===== src/rtl/dsp_pkg.sv =====
// Shared dsp datapath constants, channel indices and the packed-slice helper.
// Latency: n/a (declarations only).
// Backpressure: n/a.
package dsp_pkg;

  // Channel count and sample width of the downconversion datapath
  localparam int N_CH  = 4;
  localparam int W     = 20;
  localparam int CNT_W = 16;
  localparam int CH_W  = $clog2(N_CH);

  // Fixed channel order
  localparam int CH_IDX_REF = 0;
  localparam int CH_IDX_A   = 1;
  localparam int CH_IDX_B   = 2;
  localparam int CH_IDX_C   = 3;

  typedef enum logic {
    ST_IDLE    = 1'b0,
    ST_PRESENT = 1'b1
  } coll_state_e;

  // Channel k of a packed per-channel bus lives at bits [k*W +: W]
  function automatic logic [W-1:0] ch_slice(input logic [N_CH*W-1:0] bus,
                                            input int unsigned       k);
    return bus[k*W +: W];
  endfunction

endpackage


===== src/rtl/rr_arbiter.sv =====
// Round-robin priority rotate: grants the lowest requester at or after ptr (cyclic).
// Latency: purely combinational.
// Backpressure: none; the caller decides whether the grant is taken.
// Ports: req (request vector), ptr (start index), gnt (one-hot), gnt_idx, gnt_any.
module rr_arbiter
  import dsp_pkg::*;
(
  input  logic [N_CH-1:0] req,
  input  logic [CH_W-1:0] ptr,
  output logic [N_CH-1:0] gnt,
  output logic [CH_W-1:0] gnt_idx,
  output logic            gnt_any
);

  int idx;

  always_comb begin
    gnt     = '0;
    gnt_idx = '0;
    gnt_any = 1'b0;
    idx     = 0;
    for (int i = 0; i < N_CH; i++) begin
      idx = int'(ptr) + i;
      if (idx >= N_CH) idx = idx - N_CH;
      if (!gnt_any && req[idx]) begin
        gnt[idx] = 1'b1;
        gnt_idx  = CH_W'(idx);
        gnt_any  = 1'b1;
      end
    end
  end

endmodule


===== src/rtl/dsp_iq_collector.sv =====
// Collects per-channel decimated I/Q results and serialises them onto one valid/ready stream.
// Latency: strobe rise in cycle N -> out_valid in cycle N+2 when idle; 1 beat/cycle back-to-back.
// Backpressure: out_ready low holds the beat stable; new results overwrite held ones and count as overruns.
// Ports: clk/reset_n; ch_enable, strobe, res_i/res_q (packed per channel) in;
//        out_valid/out_ready/out_ch/out_i/out_q/out_frame stream; overrun_clr in, overrun_flags/overrun_cnt out.
module dsp_iq_collector
  import dsp_pkg::*;
(
  input  logic              clk,
  input  logic              reset_n,
  input  logic [N_CH-1:0]   ch_enable,
  input  logic [N_CH-1:0]   strobe,
  input  logic [N_CH*W-1:0] res_i,
  input  logic [N_CH*W-1:0] res_q,
  output logic              out_valid,
  input  logic              out_ready,
  output logic [CH_W-1:0]   out_ch,
  output logic [W-1:0]      out_i,
  output logic [W-1:0]      out_q,
  output logic [7:0]        out_frame,
  input  logic              overrun_clr,
  output logic [N_CH-1:0]   overrun_flags,
  output logic [CNT_W-1:0]  overrun_cnt
);

  logic [N_CH-1:0]  strobe_d;
  logic             armed;
  logic [N_CH-1:0]  pending;
  logic [W-1:0]     hold_i [N_CH];
  logic [W-1:0]     hold_q [N_CH];
  logic [CH_W-1:0]  rr_ptr;
  coll_state_e      state;

  logic [N_CH-1:0]  rise;
  logic [N_CH-1:0]  req;
  logic [N_CH-1:0]  gnt;
  logic [CH_W-1:0]  gnt_idx;
  logic             gnt_any;
  logic             out_free;
  logic             do_grant;
  logic [N_CH-1:0]  ovr_ev;
  logic [CNT_W:0]   cnt_sum;
  logic [CNT_W-1:0] cnt_next;
  logic [N_CH-1:0]  flags_next;

  // armed stays low for the first cycle after reset release so that a strobe
  // already high at release is absorbed into strobe_d instead of reading as an edge.
  assign rise     = strobe & ~strobe_d & ch_enable & {N_CH{armed}};
  assign req      = pending & ch_enable;
  assign out_free = (state == ST_IDLE) || (out_valid && out_ready);
  assign do_grant = out_free && gnt_any;

  // A rise on a channel being granted this same cycle just re-arms it.
  assign ovr_ev   = rise & pending & ~(gnt & {N_CH{do_grant}});

  rr_arbiter u_arb (
    .req     (req),
    .ptr     (rr_ptr),
    .gnt     (gnt),
    .gnt_idx (gnt_idx),
    .gnt_any (gnt_any)
  );

  // Clear drops the old totals but the events of this cycle still land.
  always_comb begin
    cnt_sum = overrun_clr ? '0 : {1'b0, overrun_cnt};
    for (int k = 0; k < N_CH; k++) begin
      cnt_sum = cnt_sum + (CNT_W+1)'(ovr_ev[k]);
    end
    cnt_next   = cnt_sum[CNT_W] ? '1 : cnt_sum[CNT_W-1:0];
    flags_next = overrun_clr ? ovr_ev : (overrun_flags | ovr_ev);
  end

  // Edge detect, capture and pending bookkeeping
  always_ff @(posedge clk or negedge reset_n) begin
    if (!reset_n) begin
      strobe_d <= '0;
      armed    <= 1'b0;
      pending  <= '0;
      for (int k = 0; k < N_CH; k++) begin
        hold_i[k] <= '0;
        hold_q[k] <= '0;
      end
    end else begin
      strobe_d <= strobe;
      armed    <= 1'b1;
      for (int k = 0; k < N_CH; k++) begin
        if (rise[k]) begin
          hold_i[k] <= ch_slice(res_i, k);
          hold_q[k] <= ch_slice(res_q, k);
        end
        if (!ch_enable[k])
          pending[k] <= 1'b0;
        else if (rise[k])
          pending[k] <= 1'b1;
        else if (do_grant && gnt[k])
          pending[k] <= 1'b0;
      end
    end
  end

  // Output FSM, scheduler pointer and overrun accounting
  always_ff @(posedge clk or negedge reset_n) begin
    if (!reset_n) begin
      state         <= ST_IDLE;
      out_valid     <= 1'b0;
      out_ch        <= '0;
      out_i         <= '0;
      out_q         <= '0;
      out_frame     <= '0;
      rr_ptr        <= '0;
      overrun_flags <= '0;
      overrun_cnt   <= '0;
    end else begin
      overrun_flags <= flags_next;
      overrun_cnt   <= cnt_next;

      case (state)
        ST_IDLE: begin
          if (do_grant) begin
            state     <= ST_PRESENT;
            out_valid <= 1'b1;
          end
        end
        ST_PRESENT: begin
          // Accepted with nothing to re-grant: the register empties.
          if (out_ready && !gnt_any) begin
            state     <= ST_IDLE;
            out_valid <= 1'b0;
          end
        end
        default: begin
          state     <= ST_IDLE;
          out_valid <= 1'b0;
        end
      endcase

      if (do_grant) begin
        out_ch <= gnt_idx;
        out_i  <= hold_i[gnt_idx];
        out_q  <= hold_q[gnt_idx];
        rr_ptr <= (gnt_idx == CH_W'(N_CH-1)) ? '0 : gnt_idx + 1'b1;
        if (gnt_idx == CH_W'(CH_IDX_REF))
          out_frame <= out_frame + 8'd1;
      end
    end
  end

endmodule


===== config.mk =====
export PLATFORM = sky130hd
export DESIGN_NAME = dsp_iq_collector
export DESIGN_NICKNAME = d
export VERILOG_FILES = /design/src/rtl/dsp_pkg.sv /design/src/rtl/rr_arbiter.sv /design/src/rtl/dsp_iq_collector.sv
export SDC_FILE = /design/constraint.sdc
export NUM_CORES = 1
export LEC_CHECK = 0
export BUFFER_PORTS_ARGS = -buffer_cell sky130_fd_sc_hd__buf_2
export CAP_MARGIN = 0
export CORE_UTILIZATION = 55
export CTS_CLUSTER_DIAMETER = 120
export DETAILED_ROUTE_END_ITERATION = 7
export GPL_TIMING_DRIVEN = 0
export HOLD_SLACK_MARGIN = 0.08
export PLACE_DENSITY_LB_ADDON = 0.2
export SLEW_MARGIN = 20
export SYNTH_ARGS = -nofsm -noshare
export SYNTH_HDL_FRONTEND = slang
export SYNTH_SLANG_ARGS = --single-unit

===== constraint.sdc =====
create_clock -name clk -period 4.75 [get_ports clk]
set_input_delay 0.95 -clock clk [delete_from_list [all_inputs] [get_ports clk]]
set_output_delay 0.95 -clock clk [all_outputs]
set_load 0.02 [all_outputs]

==> reports/qor.csv, run 1 <==
stage;metric;value;unit
placed_design;dpl.hpwl;22410;um
layout;areaGrowthSynthToFinish;23.42;%
timing;setup_tns;0;ps
logic_synthesis;yosysWarningCount;0;
critical_path;crit_fanout;10;
critical_path;worstPathRequired;5130;ps
layout;final_util;0.6964;
floorplanning;fp.dieW;143.8;um
run_status;status;finished clean;
timing;finalHoldWorstSlack;355.0;ps
global_route;grt_pass1_wl;49550;um
logic_synthesis;synth_area;0.01105;mm^2
global_route;grt_pass1_vias;9411;
floorplanning;fp.dieH;143.8;um
clocking;clock_tree.buffer_depth;3;
global_route;grt_use_total;0.3165;
timing;finalCriticalPeriod;4418;ps
route;avgRoutedWirePerCell;18.92;um
route;ant_nets;0;
timing;skew;11.91;ps
clocking;cts.sinks;243;
logic_synthesis;ys_seq_area_frac;0.5501;
logic_synthesis;synth_edf_count;0;
clocking;cts_max_level;1;
timing;max_freq;0.2263;GHz
clocking;cts_hold_buf;0;
power;power-per-cell-area;525.2;mW/mm^2
power;power.leakage;6.971;nW
placed_design;gp_congestion;0.8966;
timing;slew_headroom;0.5084;
route;vias;9452;
clocking;cts_buffers;26;
power;power;7.165;mW
global_route;grt_overflow;0;
clocking;root_buffer;clkbuf_16;
route;wl;32230;um
clocking;worst_skew_pair.late_latency;530;ps
power;ir_worst_vdd;0.3421;mV
timing;worst_pin_slew;737.4;ps
route;firstDrtPassIters;7;
global_route;grt_max_degree;100;
layout;num-nets-final;1602;
layout;fin_cells;1703;
route;drcViolationCount;0;
logic_synthesis;synth-seq-cells;243;
layout;drive_gt1_frac;0.2514;
logic_synthesis;yosysUniqueCellTypes;49;
placed_design;port_buffers;242;
route;drt_iter0_drc;657;
worst_hold_path;hold_class;input port to async pin;
logic_synthesis;async_flop_share;1.000;
floorplanning;fp.dieArea;0.02067;mm^2
route;vias_per_cell;5.550;
critical_path;cp-end-kind;flip-flop;
critical_path;crit_arrival;4800;ps
critical_path;cp-startpoint;rr_ptr[1];
timing;finalHoldViolCount;0;
critical_path;rr_startpoint;rr_ptr[1];
floorplanning;core_area;0.01959;mm^2
clocking;cts_tree;yes;
placed_design;place_inst;1644;
logic_synthesis;synth_nets;1320;
logic_synthesis;netlist_instances;1135;
floorplanning;start_util;0.5643;
clocking;clkTransAtPathRegs;60;ps
critical_path;critPathKind;flip-flop to flip-flop;
floorplanning;ioPinCount;243;
critical_path;cp-start-kind;flip-flop;
logic_synthesis;avgSynthCellArea;9.740;um^2
timing;final-setup-viol-count;0;
run;maxCapViolations;0;
timing;rsz0062_at_grt;no;
floorplanning;rows;51;
timing;min_period_over_period;0.9301;
timing;finalMaxSlewViolations;0;
global_route;antenna_found_initial;1;
logic_synthesis;synth_ff_type;dfrtp_1;
## cell usage after synthesis (all sizes together) (5+ instances only)
master | n | area (um^2)
clkbuf | 59 | 221.5
dfrtp | 243 | 6081
or3 | 41 | 256.5
nor2b | 6 | 37.54
nor3 | 5 | 25.02
nor2 | 37 | 138.9
xor2 | 7 | 61.31
inv | 13 | 51.30
mux2i | 61 | 610.6
ha | 10 | 125.1
nand4 | 7 | 43.79
nand3 | 9 | 45.04
buf | 9 | 73.82
o21ai | 21 | 105.1
and2 | 5 | 31.28
mux2 | 41 | 461.7
o221ai | 22 | 192.7
nand2 | 414 | 1554
a21oi | 49 | 245.2
xnor2 | 11 | 96.34
a211oi | 20 | 150.1
## final timing paths
path                                  end  slack [ps]  cells past startpoint
setup / recovery           overrun_cnt[7]         330                     18
hold / removal               out_frame[5]         360                      1
setup reg to reg           overrun_cnt[7]         330                     18
hold reg to reg              out_frame[7]         460                      1
max in group asynchronous      hold_i[72]        3560                      2
min in group clk             out_frame[7]         460                      1
## stage by stage
stage | setup slack (ps) | cell area (um^2)
after floorplan | 332.2 | 11050
after global placement | -1580 | 12600
after detailed placement | -604.5 | 12660
after CTS | 91.20 | 13550
after global routing | 11.60 | 13640
final | 331.8 | 13640
## metal layers
metal / wire length (um) / vias up / track usage
met3: 2567 / 72 / 0.05931
met4: 981 / 0 / 0.1215
met5: 0 / - / 0
met1: 13570 / 4581 / 0.4238
li1: - / 4378 / -
met2: 15110 / 421 / 0.5115
## logic make-up after synthesis
family,count (synthesis),synth area share
AOI/OAI and AO/OA,134,0.08104
xor gates and xnor gates,18,0.01426
adders and majority gates,13,0.01675
buffers and inverters,81,0.03135
DFF,243,0.5501
muxes,104,0.1011
other,1,0.0003392
and+or+nand+nor,541,0.2051
## power breakdown
part	total, mW	switching [mW]	internal (mW)	leakage, nW
Clock	2.04	0.821	1.22	0.431
Sequential	2.84	0.286	2.55	3.01
Combinational	2.28	1.38	0.905	3.53
## registers in the layout, summed over array words and instances (netlist names), named ones only
| register | count |
|---|---|
| hold_i | 80 |
| hold_q | 80 |
| out_i | 20 |
| out_q | 20 |
| overrun_cnt | 16 |
| out_frame | 8 |
| overrun_flags | 4 |
| pending | 4 |
| strobe_d | 4 |
| out_ch | 2 |
| armed | 1 |
| out_valid | 1 |
| rr_ptr | 1 |
| state | 1 |
## cell type report
| cell class | instances | area (um^2) |
|---|---|---|
| multi-input combinational | 811 | 4659 |
| clock buffer | 38 | 767.0 |
| antenna | 2 | 5.005 |
| inverter | 13 | 51.30 |
| sequential | 243 | 6083 |
| tap | 265 | 331.6 |
| clock inverter | 9 | 95.09 |
| buffer | 68 | 299.0 |
| timing repair buffer | 254 | 1351 |
| fill | 1547 | 5947 |
## critical path, cell delays in order, from the launching register on
cell and delay, ps:
dfrtp_2 420, inv_1 150, ha_1 330, inv_1 160, mux4_2 380, a21boi_4 180
a222oi_1 430, a21oi_2 160, nor2_2 160, fa_1 430, inv_1 90, fa_1 190
inv_1 50, fa_1 410, nand4_1 150, nor3_2 70, nand2_1 150, clkbuf_4 230
o21ai_0 110
## timing repair
item,in CTS,in global routing
buffers inserted,1,9
setup endpoints to repair,16,15
pin swaps,1,3
gates resized for setup,7,7
## layout by cell type (no fill, tap or decap), drive strengths merged, types with 9 or more instances in the layout
master,instances
xnor2,11
o21ai,21
mux2i,61
buf,263
o221ai,22
nand2,414
clkbuf,97
inv,13
mux2,41
nand3,9
nor2,37
dfrtp,243
a211oi,20
a21oi,49
or3,41
ha,10
Power figures use the tool's default switching activity.
==> run 2: changes to the inputs <==
PLACE_DENSITY_LB_ADDON = 0.1   (was 0.2)
==> run 2 against run 1 <==
Via count down 0.15%. Non-clock buffer count down 5. Sequential share of layout area down 0.28 points. Final area up 0.64%. Count of clock-buffer cells in the layout down 4. First-iteration DRC count down 7.6%. Power up 3.4%. Cell count down 0.29%. Clock skew up 8.2 ps. Fmax down 1.3%. Critical endpoint is now overrun_cnt[14]. Largest power group unchanged.
==> reports/qor.csv, run 2 (synthesized netlist as in run 1, its figures left out) <==
stage;metric;value;unit;change
global_route;antenna_found_initial;1;;unchanged
layout;most-common-layout-cells;nand2_1 (413), buf_2 (243), dfrtp_1 (241);;
clocking;worst_skew_pair.late_latency;540;ps;about the same
floorplanning;ioPinCount;243;;unchanged
route;avgRoutedWirePerCell;18.86;um;-0.34%
layout;final_util;0.7009;;+0.004471
timing;finalMaxSlewViolations;0;;unchanged
layout;drive_gt1_frac;0.2535;;+0.002099
placed_design;gp_congestion;0.8944;;-0.25%
clocking;cts_max_level;1;;unchanged
timing;final-setup-viol-count;0;;unchanged
layout;areaGrowthSynthToFinish;24.21;%;
power;clkPwrFrac;0.311;;+0.026
power;power.leakage;6.990;nW;+0.28%
layout;reg_top3;hold_i (80), hold_q (80);;
timing;worst_pin_slew;748.9;ps;+11.49 ps
critical_path;worstPathRequired;5160;ps;+30 ps
global_route;grt_pass1_wl;49200;um;-0.71%
route;vias;9438;;-0.15%
critical_path;critPathKind;flip-flop to flip-flop;;
route;ant_nets;0;;unchanged
route;vias_per_cell;5.558;;+0.15%
floorplanning;start_util;0.5643;;unchanged
power;power.internal;4.904;mW;+4.8%
power;power_frac_comb;0.306;;-0.012
run;maxCapViolations;0;;unchanged
floorplanning;fp.dieH;143.8;um;unchanged
route;drcViolationCount;0;;unchanged
clocking;cts_buffers;26;;unchanged
clocking;clock_tree.buffer_depth;3;;unchanged
timing;max_freq;0.2233;GHz;-1.3%
placed_design;place_area;0.01266;mm^2;unchanged
layout;num-nets-final;1597;;-0.31%
placed_design;port_buffers;242;;unchanged
floorplanning;core_area;0.01959;mm^2;unchanged
floorplanning;rows;51;;unchanged
critical_path;rrSetupSlack;270;ps;-60 ps
floorplanning;fp.dieArea;0.02067;mm^2;unchanged
floorplanning;fp.dieW;143.8;um;unchanged
timing;slew_headroom;0.5008;;-0.007663
global_route;grt_max_degree;94;;-6.0%
critical_path;cp-end-kind;flip-flop;;
route;firstDrtPassIters;6;;-1
power;switchingPower;2.502;mW;+0.72%
critical_path;crit_arrival;4890;ps;+90 ps
placed_design;dpl.hpwl;22300;um;-0.49%
route;wl;32020;um;-0.64%
timing;finalHoldViolCount;0;;unchanged
critical_path;reg2regPathDepth;17;;-1
global_route;grt_use_total;0.3154;;-0.001130
timing;min_period_over_period;0.9426;;+0.01246
power;ir_worst_vdd;0.3153;mV;-7.8%
critical_path;r2r_end;overrun_cnt[14];;
timing;finalCriticalPeriod;4477;ps;+59.17 ps
critical_path;cp-start-kind;flip-flop;;
power;p_sw_frac;0.3378;;-0.008852
clocking;clkTransAtPathRegs;70;ps;about the same
run_status;status;finished clean;;
power;power.share.sequential;0.383;;-0.013
route;drt_iter0_drc;607;;-7.6%
clocking;cts_tree;yes;;
clocking;root_buffer;clkbuf_16;;
worst_hold_path;hold_class;input port to async pin;;
global_route;grt_pass1_vias;9276;;-1.4%
layout;final_area;0.01373;mm^2;+0.64%
power;power-per-cell-area;539.4;mW/mm^2;+2.7%
clocking;cts_hold_buf;0;;unchanged
critical_path;crit_fanout;10;;unchanged
layout;final_common_cell;nand2_1;;
clocking;cts.sinks;243;;unchanged
timing;skew;20.12;ps;+8.211 ps
global_route;grt_overflow;0;;unchanged
## run 2: routing by layer
| layer | global-route usage | wire length, um |
|---|---|---|
| met1 | 0.4168 | 13190 |
| met2 | 0.5064 | 15110 |
| met3 | 0.07664 | 2754 |
| met4 | 0.1125 | 966 |
| met5 | 0 | 0 |
## run 2: stage by stage
step / setup TNS (ps) / power [mW] / std cells / setup WS [ps] / hold slack (ps)
detailed placement: -7154 / 5.072 / 1644 / -580.3 / 455.7
finish: 0 / 7.406 / 1698 / 272.6 / 411.7
floorplan: 0 / 4.292 / 1135 / 332.2 / 439.0
CTS: 0 / 7.390 / 1693 / 87.84 / 431.5
global placement: -398240 / 5.014 / 1642 / -1629 / 449.9
global route: -11.67 / 7.766 / 1698 / -11.67 / 466.2
## run 2: how the worst max path moves through the flow
stage                      start               to  slack (ps)  cells past startpoint
floorplan           ch_enable[0]  overrun_cnt[11]         330                     16
global placement         reset_n       hold_i[35]       -1630                      1
detailed placement  ch_enable[0]   overrun_cnt[7]        -580                     17
CTS                    flip-flop   overrun_cnt[7]          90                     18
global route           flip-flop   overrun_cnt[8]         -10                     17
finish                 flip-flop  overrun_cnt[14]         270                     17
## run 2: final cells by class
cell class              instances  area, um^2
fillers                      1576        5859
repair buffers                249        1314
clock inverters                14       227.7
well taps                     265       331.6
inverters                      13       51.30
diodes                          1       2.502
multi-input cells             811        4659
flip-flops and latches        243        6083
plain buffers                  68       299.0
clock buffers                  34       762.0
## run 2: power groups by stage
| stage | clock network (mW) | logic [mW] | registers [mW] |
|---|---|---|---|
| 2_1_floorplan | 0 | 1.24 | 3.05 |
| 6_report | 2.30 | 2.27 | 2.84 |
| 3_5_place_dp | 0 | 2.20 | 2.87 |
| 3_3_place_gp | 0 | 2.15 | 2.86 |
| 5_1_grt | 2.41 | 2.47 | 2.89 |
| 4_1_cts | 2.33 | 2.22 | 2.85 |
## run 2: repair_timing
item	in CTS	in global routing
pin swaps	1	1
buffers inserted	1	4
resized for setup	6	9
gates cloned	0	0
setup endpoints to repair	16	16
## run 2: critical path, cell delays in order, from the launching register on
cell	delay, ps
dfrtp_2	440
buf_2	210
nand3b_1	310
a2111o_1	480
a21boi_2	230
a222oi_1	110
a21oi_2	260
nor2_1	120
fa_1	560
inv_1	60
fa_1	440
inv_1	90
fa_1	230
nand4_1	160
buf_4	200
nor3_1	200
nand3b_1	110
o211a_1	130
